===== config.mk =====
export PLATFORM = sky130hd
export DESIGN_NAME = reg_dump_reader
export DESIGN_NICKNAME = d
export VERILOG_FILES = /design/src/rtl/reg_dump_reader_pkg.sv /design/src/rtl/reg_dump_reader.sv
export SDC_FILE = /design/constraint.sdc
export NUM_CORES = 1
export LEC_CHECK = 0
export BUFFER_PORTS_ARGS = -buffer_cell sky130_fd_sc_hd__buf_2
export CAP_MARGIN = 25
export CORE_MARGIN = 2
export CORE_UTILIZATION = 42
export DETAILED_ROUTE_END_ITERATION = 8
export PLACE_DENSITY = 0.79
export RECOVER_POWER = 25
export SLEW_MARGIN = 15
export SYNTH_ARGS = -nofsm -noshare
export SYNTH_HDL_FRONTEND = slang
export SYNTH_SLANG_ARGS = --single-unit

===== constraint.sdc =====
create_clock -name clk -period 5.2 [get_ports clk]
set_input_delay 0.78 -clock clk [delete_from_list [all_inputs] [get_ports clk]]
set_output_delay 0.78 -clock clk [all_outputs]
set_load 0.1 [all_outputs]

===== src/rtl/reg_dump_reader_pkg.sv =====
// Shared types and constants for the register-file dump reader.
package RegDumpPkg;

    typedef enum logic [1:0] {
        IDLE,
        READ,
        SEND,
        CSUM
    } dump_state_t;

    localparam int REG_NUM = 32;
    localparam int REG_W   = 64;
    localparam int IDX_W   = 5;

endpackage


===== src/rtl/reg_dump_reader.sv =====
// Streams registers FIRST_REG..LAST_REG from a register-file read port over valid/ready.
// Build option REG_DUMP_CHECKSUM_EN appends an XOR checksum beat after the last register.
//
// state | meaning
// IDLE  | waiting for start; busy low
// READ  | read_addr = idx, payload captured at the edge
// SEND  | register beat offered until accepted
// CSUM  | checksum beat offered (checksum build only)
module reg_dump_reader
    import RegDumpPkg::*;
#(
    parameter int FIRST_REG = 0,
    parameter int LAST_REG  = 31
) (
    input  logic             clk,
    input  logic             rstn,
    input  logic             start,
    output logic [IDX_W-1:0] read_addr,
    input  logic [REG_W-1:0] read_data,
    output logic             out_valid,
    input  logic             out_ready,
    output logic [REG_W-1:0] out_data,
    output logic [IDX_W-1:0] out_idx,
    output logic             out_last,
    output logic             busy,
    output logic             done
);

    if (FIRST_REG < 0 || FIRST_REG > LAST_REG || LAST_REG > REG_NUM - 1) begin : g_param_check
        $error("reg_dump_reader: window must satisfy 0 <= FIRST_REG <= LAST_REG <= 31");
    end

    localparam logic [IDX_W-1:0] FIRST_IDX = IDX_W'(FIRST_REG);
    localparam logic [IDX_W-1:0] LAST_IDX  = IDX_W'(LAST_REG);

    dump_state_t      state_q, state_d;
    logic [IDX_W-1:0] idx_q,   idx_d;
    logic [REG_W-1:0] data_q,  data_d;
    logic             done_q,  done_d;
`ifdef REG_DUMP_CHECKSUM_EN
    logic [REG_W-1:0] acc_q,   acc_d;
`endif

    always_ff @(posedge clk or negedge rstn) begin
        if (!rstn) begin
            state_q <= IDLE;
            idx_q   <= '0;
            data_q  <= '0;
            done_q  <= 1'b0;
`ifdef REG_DUMP_CHECKSUM_EN
            acc_q   <= '0;
`endif
        end else begin
            state_q <= state_d;
            idx_q   <= idx_d;
            data_q  <= data_d;
            done_q  <= done_d;
`ifdef REG_DUMP_CHECKSUM_EN
            acc_q   <= acc_d;
`endif
        end
    end

    always_comb begin
        state_d   = state_q;
        idx_d     = idx_q;
        data_d    = data_q;
        done_d    = 1'b0;
`ifdef REG_DUMP_CHECKSUM_EN
        acc_d     = acc_q;
`endif
        out_valid = 1'b0;
        out_data  = data_q;
        out_idx   = idx_q;
        out_last  = 1'b0;
        read_addr = idx_q;

        case (state_q)
            IDLE: begin
                if (start) begin
                    idx_d   = FIRST_IDX;
`ifdef REG_DUMP_CHECKSUM_EN
                    acc_d   = '0;
`endif
                    state_d = READ;
                end
            end
            READ: begin
                data_d  = read_data;
                state_d = SEND;
            end
            SEND: begin
                out_valid = 1'b1;
`ifndef REG_DUMP_CHECKSUM_EN
                out_last  = (idx_q == LAST_IDX);
`endif
                if (out_ready) begin
`ifdef REG_DUMP_CHECKSUM_EN
                    acc_d = acc_q ^ data_q;
`endif
                    if (idx_q == LAST_IDX) begin
`ifdef REG_DUMP_CHECKSUM_EN
                        state_d = CSUM;
`else
                        state_d = IDLE;
                        done_d  = 1'b1;
`endif
                    end else begin
                        idx_d   = idx_q + 5'd1;
                        state_d = READ;
                    end
                end
            end
`ifdef REG_DUMP_CHECKSUM_EN
            CSUM: begin
                out_valid = 1'b1;
                out_data  = acc_q;
                out_idx   = '0;
                out_last  = 1'b1;
                if (out_ready) begin
                    state_d = IDLE;
                    done_d  = 1'b1;
                end
            end
`endif
            default: state_d = IDLE;
        endcase
    end

    assign busy = (state_q != IDLE);
    assign done = done_q;

endmodule


### Word-level counts from Yosys, hierarchy flattened

Index checks and enable logic that the tools add are counted.

* $add $sub $neg: 1
* multipliers: 0
* divide/modulo/power cells: 0
* magnitude comparators: 0
* eq/ne operators: 6
* shift-type cells: 0
* multiplexer cells: 13
* bitwise gates (word level): 0
* reductions and logical operators: 5

Operator list (number)
* 2-to-1 mux 5 bit: 3
* one-hot mux 5 bit (2 select lines): 1
* 2-to-1 mux 1 bit: 6
* != test 2 bit, second input constant: 3
* one-hot mux 2 bit (3 select lines): 1
* adder 5 x 1 -> 5 bit, second input constant: 1
* == test 5 bit, second input constant: 1
* 2-to-1 mux 2 bit: 2
* AND reduction 4 bit: 1
* nonzero test 2 bit: 2
* == test 2 x 1 -> 1 bit, second input constant: 1
* == test 2 bit, second input constant: 1
* zero test 2 bit: 1
* AND reduction 2 bit: 1

* register bits: 72
* latch bits: 0
* bits in writable memories: 0
* ROM bits: 0
* input port bits: 68
* output and inout bits: 78
* logic and storage cells: 29
* memories: 0

### Logic depth before layout (Yosys ltp)

Gate-level depths: netlist of run 1.

* depth in word-level cells: 4
* mapped depth: 6
* gate-level depth less buffers: 6

### Worst setup path before layout of run 1

No wires, ideal clock.

* path type: register to output
* start: reg idx_q[1], in the netlist out_idx[1]
* end: out out_last
* data arrival time: 2320 ps
* required time: 4420 ps
* setup slack: 2100 ps
* stages on the path, launching flop included: 5
* buffers on the path: 0
* path through: dfrtp_1 -> ha_1 -> and3_1 -> ha_1 -> and2_1

* word-level cells in the longest chain between the ends: 2

RTL lines
* start: declaration: RTL line reg_dump_reader.sv:37 `logic [IDX_W-1:0] idx_q, idx_d;`
* start signal: assignment: RTL line reg_dump_reader.sv:55 `idx_q <= idx_d;`
* == test 5 bit: RTL line reg_dump_reader.sv:95 `out_last = (idx_q == LAST_IDX);`
* 2-to-1 mux 1 bit: RTL line reg_dump_reader.sv:78 `case (state_q)`
* end: declaration: RTL line reg_dump_reader.sv:24 `output logic out_last,`

Every way passes these cells.

### Final worst setup path of run 1

* start: reg idx_q[0], in the netlist out_idx[0]
* end: out out_last

Same word-level chain as after synthesis.

==> results of run 1 <==
cell usage in the layout, fill, tap and decap left out, drive strengths merged:
cell      netlist  routed
buf            12     146
dfrtp          72      72
mux2           65      65
clkbuf          0      12
inv             4       4
o21ai           3       3
clkinv          0       3
nor2            2       2
and3            2       2
a22o            2       2
ha              2       2
or2b            1       1
and2            1       1
nand2b          1       1
and4bb          1       1
a21oi           1       1
nand4           1       1
mux2i           1       1
nand3b          1       1
nand3           1       1
o311ai          1       1
clkinvlp        0       1
bufinv          0       1
critical path, stage by stage, from the launching register on:
cell,delay [ns]
dfrtp_1,0.42
ha_1,0.20
and3_1,0.16
ha_1,0.19
and2_1,0.13
buf_2,0.42
stage by stage:
stage / worst slack [ns] / utilization
after floorplan: 2.10 / -
after global placement: 3.00 / 0.526
after detailed placement: 2.91 / 0.530
after CTS: 2.54 / 0.558
after global routing: 2.47 / 0.550
final: 2.58 / 0.550
kinds of logic after synthesis:
group / count (synthesis)
AOI/OAI and AO/OA: 7
buffers and inverters: 16
and+or+nand+nor: 11
adders and majority gates: 2
DFF: 72
muxes: 66
final timing paths:
check / start / endpoint / slack [ns]
min in group asynchronous: rstn / out_data[25] / 0.50
hold / removal: out_data[2] / out_data[2] / 0.49
setup reg to reg: state_q[1] / out_data[45] / 2.83
setup / recovery: out_idx[0] / out_last / 2.58
max in group asynchronous: rstn / out_data[15] / 3.48
hold reg to reg: out_data[2] / out_data[2] / 0.49
state kept, by name (all words and copies together), names as in the netlist:
name	count
state_q	2
done	1
out_idx	5
out_data	64
final cells by class:
class	instances	share of cell area
multi-input cells	86	0.262
inverters	4	0.00383
well taps	99	0.0316
flip-flops and latches	72	0.459
repair buffers	147	0.193
clock buffers	11	0.0360
clock inverters	5	0.0143
per-layer routing:
layer	GRT usage	vias up	wire length (um)
met5	0	-	0
met4	0.0611	0	84
met3	0.0369	8	392
met2	0.253	82	2940
met1	0.185	955	2490
li1	-	900	-
==> impl_metrics.prom, run 1 <==
# TYPE chip_impl_metric gauge
chip_impl_info{name="outcome",value="finished, final reports clean"} 1
chip_impl_metric{name="detail_route.vias_per_cell",unit=""} 4.59
chip_impl_metric{name="number_of_standard_cells_in_the_final_layout_excluding_fillers",unit=""} 424
chip_impl_metric{name="boundaryPins",unit=""} 146
chip_impl_metric{name="syn_area",unit="um^2"} 3050
chip_impl_metric{name="coreArea",unit="um^2"} 7140
chip_impl_metric{name="synth.mux.area_fraction",unit=""} 0.304
chip_impl_metric{name="synth-simple-area-share",unit=""} 0.0258
chip_impl_metric{name="clk_latency",unit="ns"} 0.33
chip_impl_metric{name="areaGrowthSynthToFinish",unit="%"} 28.7
chip_impl_metric{name="arithmetic_cell_share_of_the_synthesized_area_counting_full_adders_half_adders_and_majority_gates",unit=""} 0.00820
chip_impl_info{name="cts_root_buf",value="clkbuf_8"} 1
chip_impl_metric{name="clk_pin_slew",unit="ns"} 0.07
chip_impl_metric{name="dr_total_vias",unit=""} 1945
chip_impl_metric{name="rows",unit=""} 31
chip_impl_metric{name="globalplace.congestion",unit=""} 0.737
chip_impl_metric{name="first_global_vias",unit=""} 1968
chip_impl_metric{name="fin_tns_setup",unit="ns"} 0
chip_impl_metric{name="die_x",unit="um"} 89.2
chip_impl_info{name="yosys.area.top_type",value="dfrtp_1"} 1
chip_impl_info{name="cp-end-kind",value="primary output"} 1
chip_impl_metric{name="design_area",unit="um^2"} 3930
chip_impl_metric{name="maxCapViolCount",unit=""} 0
chip_impl_metric{name="drt_pre_antenna_iters",unit=""} 4
chip_impl_metric{name="total_number_of_h_tree_levels",unit=""} 3
chip_impl_metric{name="drive_gt1_frac",unit=""} 0.665
chip_impl_metric{name="globalRoute.totalOverflow",unit=""} 0
chip_impl_metric{name="buffer_ports.inserted",unit=""} 145
chip_impl_info{name="combinational_family_with_the_most_area_after_synthesis",value="multiplexers"} 1
chip_impl_metric{name="ff2ff_path_depth",unit=""} 3
chip_impl_metric{name="final_max_slew_viol_count",unit=""} 0
chip_impl_metric{name="total_drc_errors_in_the_routed_layout",unit=""} 0
chip_impl_metric{name="die_h",unit="um"} 89.2
chip_impl_metric{name="rel_slew_slack",unit=""} 0.0386
chip_impl_metric{name="cts_setup_buffers",unit=""} 0
chip_impl_metric{name="setup_viol_count_final",unit=""} 0
chip_impl_metric{name="min_period_over_period",unit=""} 0.504
chip_impl_metric{name="die_outline_area",unit="um^2"} 7960
chip_impl_metric{name="antenna_found_initial",unit=""} 0
chip_impl_metric{name="path_max_fanout",unit=""} 5
chip_impl_metric{name="final_hold_viol_count",unit=""} 0
chip_impl_metric{name="placedCellCount",unit=""} 408
chip_impl_metric{name="worst_hold_path.num_cells",unit=""} 1
chip_impl_metric{name="track_usage",unit=""} 0.150
chip_impl_info{name="synth_area_leaders",value="dfrtp_1 59%, mux2_4 24%, mux2_2 5.9%"} 1
chip_impl_metric{name="multi_input_comb_area",unit="um^2"} 1030
chip_impl_metric{name="ctsLongestPathBuffers",unit=""} 2
chip_impl_info{name="netlist_top_cells_count",value="72 x dfrtp_1, 49 x mux2_4, 16 x mux2_2"} 1
chip_impl_metric{name="xor_xnor_share_of_the_synthesized_area",unit=""} 0
chip_impl_info{name="critical_path.startpoint_type",value="flop"} 1
chip_impl_metric{name="routed_length_per_instance",unit="um"} 13.9
chip_impl_metric{name="floorplan.initialDensity",unit=""} 0.427
chip_impl_metric{name="cts.repair.resized",unit=""} 0
chip_impl_metric{name="ys.warnings.count",unit=""} 0
chip_impl_metric{name="ys_async_sr_fraction",unit=""} 1.00
chip_impl_metric{name="route.final.wire_length",unit="um"} 5910
chip_impl_metric{name="cts_sinks",unit=""} 72
chip_impl_metric{name="fmax",unit="MHz"} 382
chip_impl_metric{name="number_of_buffers_added_by_the_clock_tree_synthesis_step",unit=""} 9
chip_impl_metric{name="compound_cell_area_share_of_the_yosys_netlist",unit=""} 0.0164
chip_impl_metric{name="antenna_violating_nets_post_route",unit=""} 0
chip_impl_metric{name="postSynthCellCount",unit=""} 174
chip_impl_metric{name="nFillCells",unit=""} 646
chip_impl_info{name="rsz0062_at_grt",value="no"} 1
chip_impl_metric{name="first_pass_grt_wire_length",unit="um"} 9170
chip_impl_metric{name="ys_seq_elements",unit=""} 72
chip_impl_metric{name="critical_path_required",unit="ns"} 4.42
chip_impl_metric{name="critical_path_arrival",unit="ns"} 1.84
chip_impl_info{name="hold_path.class",value="flop to flop"} 1
chip_impl_metric{name="post_synth_num_cell_types",unit=""} 23
chip_impl_metric{name="synth_fp_nets",unit=""} 244
chip_impl_metric{name="grt_start_max_net_pins",unit=""} 59
chip_impl_metric{name="antenna_cells_inserted",unit=""} 0
chip_impl_metric{name="synth_edf_count",unit=""} 0
chip_impl_metric{name="synth.top_cell.area_share",unit=""} 0.591
chip_impl_info{name="crit_type",value="flop to primary output"} 1
chip_impl_info{name="most_repeated_cell_in_the_gate_level_netlist_after_synthesis",value="dfrtp_1"} 1
chip_impl_metric{name="clock_skew",unit="ns"} 0.0134
chip_impl_metric{name="ff_latch_area",unit="um^2"} 1800
chip_impl_info{name="tritoncts_clock_tree",value="yes"} 1
chip_impl_metric{name="placed_cell_area",unit="um^2"} 3780
chip_impl_metric{name="synth_seq_area_share",unit=""} 0.591
chip_impl_metric{name="worst_hold_slack",unit="ns"} 0.492
chip_impl_metric{name="synth_area_per_cell",unit="um^2"} 17.5
chip_impl_metric{name="detailedPlacementHpwl",unit="um"} 4330
chip_impl_metric{name="cts.hold.buffers_added",unit=""} 0
chip_impl_metric{name="initialDrtViolationCount",unit=""} 38
chip_impl_metric{name="nNetsFinal",unit=""} 390
chip_impl_info{name="synth-main-ff-cell",value="dfrtp_1"} 1
chip_impl_metric{name="finalWorstPathRequiredPeriod",unit="ns"} 2.62
chip_impl_metric{name="tightest_slew",unit="ns"} 1.44
Power of run 1 is left out: the tool's default activity adds up to more than one toggle a clock period on the data nets, which glitch-free logic cannot reach.
==> inputs of run 2 (changes only) <==
--- a/config.mk
+++ b/config.mk
@@ -10,7 +10,7 @@
 export CORE_MARGIN = 2
 export CORE_UTILIZATION = 42
 export DETAILED_ROUTE_END_ITERATION = 8
-export PLACE_DENSITY = 0.79
+export PLACE_DENSITY = 0.82
 export RECOVER_POWER = 25
 export SLEW_MARGIN = 15
 export SYNTH_ARGS = -nofsm -noshare
==> constraint.sdc (replaced) <==
create_clock -name clk -period 2.2 [get_ports clk]
set_input_delay 0.33 -clock clk [delete_from_list [all_inputs] [get_ports clk]]
set_output_delay 0.33 -clock clk [all_outputs]
set_load 0.1 [all_outputs]
==> impl_metrics.prom, run 2 (same netlist as run 1, synthesis figures left out) <==
# TYPE chip_impl_metric gauge
chip_impl_metric{name="buffer_ports.inserted",unit=""} 145
chip_impl_metric{name="detailedPlacementHpwl",unit="um"} 4730
chip_impl_metric{name="ff2ff_path_depth",unit=""} 6
chip_impl_metric{name="finalWorstPathRequiredPeriod",unit="ns"} 2.10
chip_impl_metric{name="total_number_of_h_tree_levels",unit=""} 3
chip_impl_metric{name="route.final.wire_length",unit="um"} 6410
chip_impl_metric{name="grt_start_max_net_pins",unit=""} 38
chip_impl_metric{name="maxCapViolCount",unit=""} 1
chip_impl_info{name="critical_path.startpoint_type",value="flop"} 1
chip_impl_metric{name="die_outline_area",unit="um^2"} 7960
chip_impl_metric{name="routed_length_per_instance",unit="um"} 15.0
chip_impl_metric{name="nFillCells",unit=""} 621
chip_impl_metric{name="initialDrtViolationCount",unit=""} 42
chip_impl_metric{name="rel_slew_slack",unit=""} 0.00132
chip_impl_metric{name="reg2reg_setup_slack",unit="ns"} 0.35
chip_impl_metric{name="largest_reg_flops",unit=""} 64
chip_impl_metric{name="placed_cell_area",unit="um^2"} 3810
chip_impl_metric{name="fmax",unit="MHz"} 477
chip_impl_info{name="crit_type",value="flop to primary output"} 1
chip_impl_metric{name="fin_tns_setup",unit="ns"} 0
chip_impl_metric{name="dr_total_vias",unit=""} 1961
chip_impl_metric{name="worst_hold_path.num_cells",unit=""} 2
chip_impl_metric{name="boundaryPins",unit=""} 146
chip_impl_metric{name="nNetsFinal",unit=""} 392
chip_impl_info{name="tritoncts_clock_tree",value="yes"} 1
chip_impl_metric{name="cts.hold.buffers_added",unit=""} 0
chip_impl_metric{name="first_global_vias",unit=""} 1936
chip_impl_metric{name="critical_path_required",unit="ns"} 1.87
chip_impl_metric{name="antenna_violating_nets_post_route",unit=""} 0
chip_impl_info{name="hold_path.class",value="input port to flop"} 1
chip_impl_metric{name="cts_sinks",unit=""} 72
chip_impl_metric{name="clk_pin_slew",unit="ns"} 0.08
chip_impl_metric{name="rows",unit=""} 31
chip_impl_info{name="mostFrequentLayoutCells",value="143 x buf_2, 69 x dfrtp_1, 49 x mux2_4"} 1
chip_impl_info{name="failed_checks",value="max-capacitance violations"} 1
chip_impl_metric{name="final_hold_viol_count",unit=""} 0
chip_impl_metric{name="drive_gt1_frac",unit=""} 0.722
chip_impl_metric{name="critical_path_arrival",unit="ns"} 1.77
chip_impl_metric{name="globalRoute.totalOverflow",unit=""} 0
chip_impl_metric{name="post_route_utilization",unit=""} 0.569
chip_impl_info{name="mostFrequentLayoutCell",value="buf_2"} 1
chip_impl_metric{name="min_period_over_period",unit=""} 0.953
chip_impl_metric{name="floorplan.initialDensity",unit=""} 0.427
chip_impl_info{name="cp-end-kind",value="primary output"} 1
chip_impl_metric{name="areaGrowthSynthToFinish",unit="%"} 33.1
chip_impl_metric{name="number_of_buffers_added_by_the_clock_tree_synthesis_step",unit=""} 9
chip_impl_metric{name="globalplace.congestion",unit=""} 0.771
chip_impl_metric{name="total_drc_errors_in_the_routed_layout",unit=""} 0
chip_impl_metric{name="tightest_slew",unit="ns"} 1.50
chip_impl_metric{name="coreArea",unit="um^2"} 7140
chip_impl_metric{name="antenna_cells_inserted",unit=""} 0
chip_impl_metric{name="path_max_fanout",unit=""} 5
chip_impl_metric{name="die_x",unit="um"} 89.2
chip_impl_metric{name="first_pass_grt_wire_length",unit="um"} 9260
chip_impl_metric{name="detail_route.vias_per_cell",unit=""} 4.60
chip_impl_metric{name="ctsLongestPathBuffers",unit=""} 2
chip_impl_metric{name="antenna_found_initial",unit=""} 0
chip_impl_metric{name="clk_latency",unit="ns"} 0.33
chip_impl_metric{name="design_area",unit="um^2"} 4060
chip_impl_metric{name="track_usage",unit=""} 0.157
chip_impl_metric{name="clock_skew",unit="ns"} 0.00553
chip_impl_info{name="rsz0062_at_grt",value="no"} 1
chip_impl_metric{name="worst_hold_slack",unit="ns"} 0.224
chip_impl_metric{name="setup_viol_count_final",unit=""} 0
chip_impl_metric{name="drt_pre_antenna_iters",unit=""} 4
chip_impl_info{name="outcome",value="complete, but fails checks"} 1
chip_impl_info{name="cts_root_buf",value="clkbuf_8"} 1
chip_impl_metric{name="die_h",unit="um"} 89.2
chip_impl_metric{name="final_max_slew_viol_count",unit=""} 0
-- run 2: cell types whose count changed in the layout (fill, tap and decap cells not counted), moves of 2 or more --
| cell | delta |
|---|---|
| buf_12 | +2 |
| dfrtp_1 | -3 |
| dfrtp_2 | +3 |
| bufinv_16 | +2 |
| mux2_1 | -12 |
| mux2_4 | +12 |
-- run 2: routing by layer --
layer	share of wire	global-route usage	up-vias
met5	0	0	-
met4	0.015	0.0692	0
met3	0.050	0.0425	10
met2	0.52	0.268	80
met1	0.41	0.186	975
li1	-	-	896
-- run 2: final timing paths --
check,from,end
max,out_idx[0],out_last
min,read_data[49],out_data[49]
max reg2reg,out_idx[0],out_idx[0]
min reg2reg,out_data[61],out_data[61]
max in group asynchronous,rstn,out_data[51]
min in group asynchronous,rstn,out_data[16]
-- run 2: worst max-delay path, stage by stage (launching register included) --
cell	delay, ns
dfrtp_2	0.44
ha_1	0.21
and3_1	0.18
ha_1	0.20
and2_2	0.18
buf_4	0.23
-- run 2: cell type report --
| class | instances | area [um^2] | share of cell area |
|---|---|---|---|
| Inverter | 4 | 18.8 | 0.00462 |
| Tap cell | 99 | 124 | 0.0305 |
| Sequential cell | 72 | 1810 | 0.445 |
| Timing Repair Buffer | 149 | 778 | 0.192 |
| Clock inverter | 5 | 103 | 0.0253 |
| Clock buffer | 11 | 151 | 0.0373 |
| Multi-Input combinational cell | 86 | 1080 | 0.266 |
-- run 2: through the flow --
step / worst slack, ns / std cells
5_1_grt: 0.0152 / 426
2_1_floorplan: 0.0273 / 174
6_report: 0.104 / 426
4_1_cts: 0.0133 / 426
3_5_place_dp: 0.348 / 410
3_3_place_gp: 0.403 / 410
-- run 2: timing repair --
item	in CTS	in global routing
setup buffers	0	0
setup endpoints to repair	0	1
gates resized for setup	0	2
Power of run 2 is left out for the same reason.
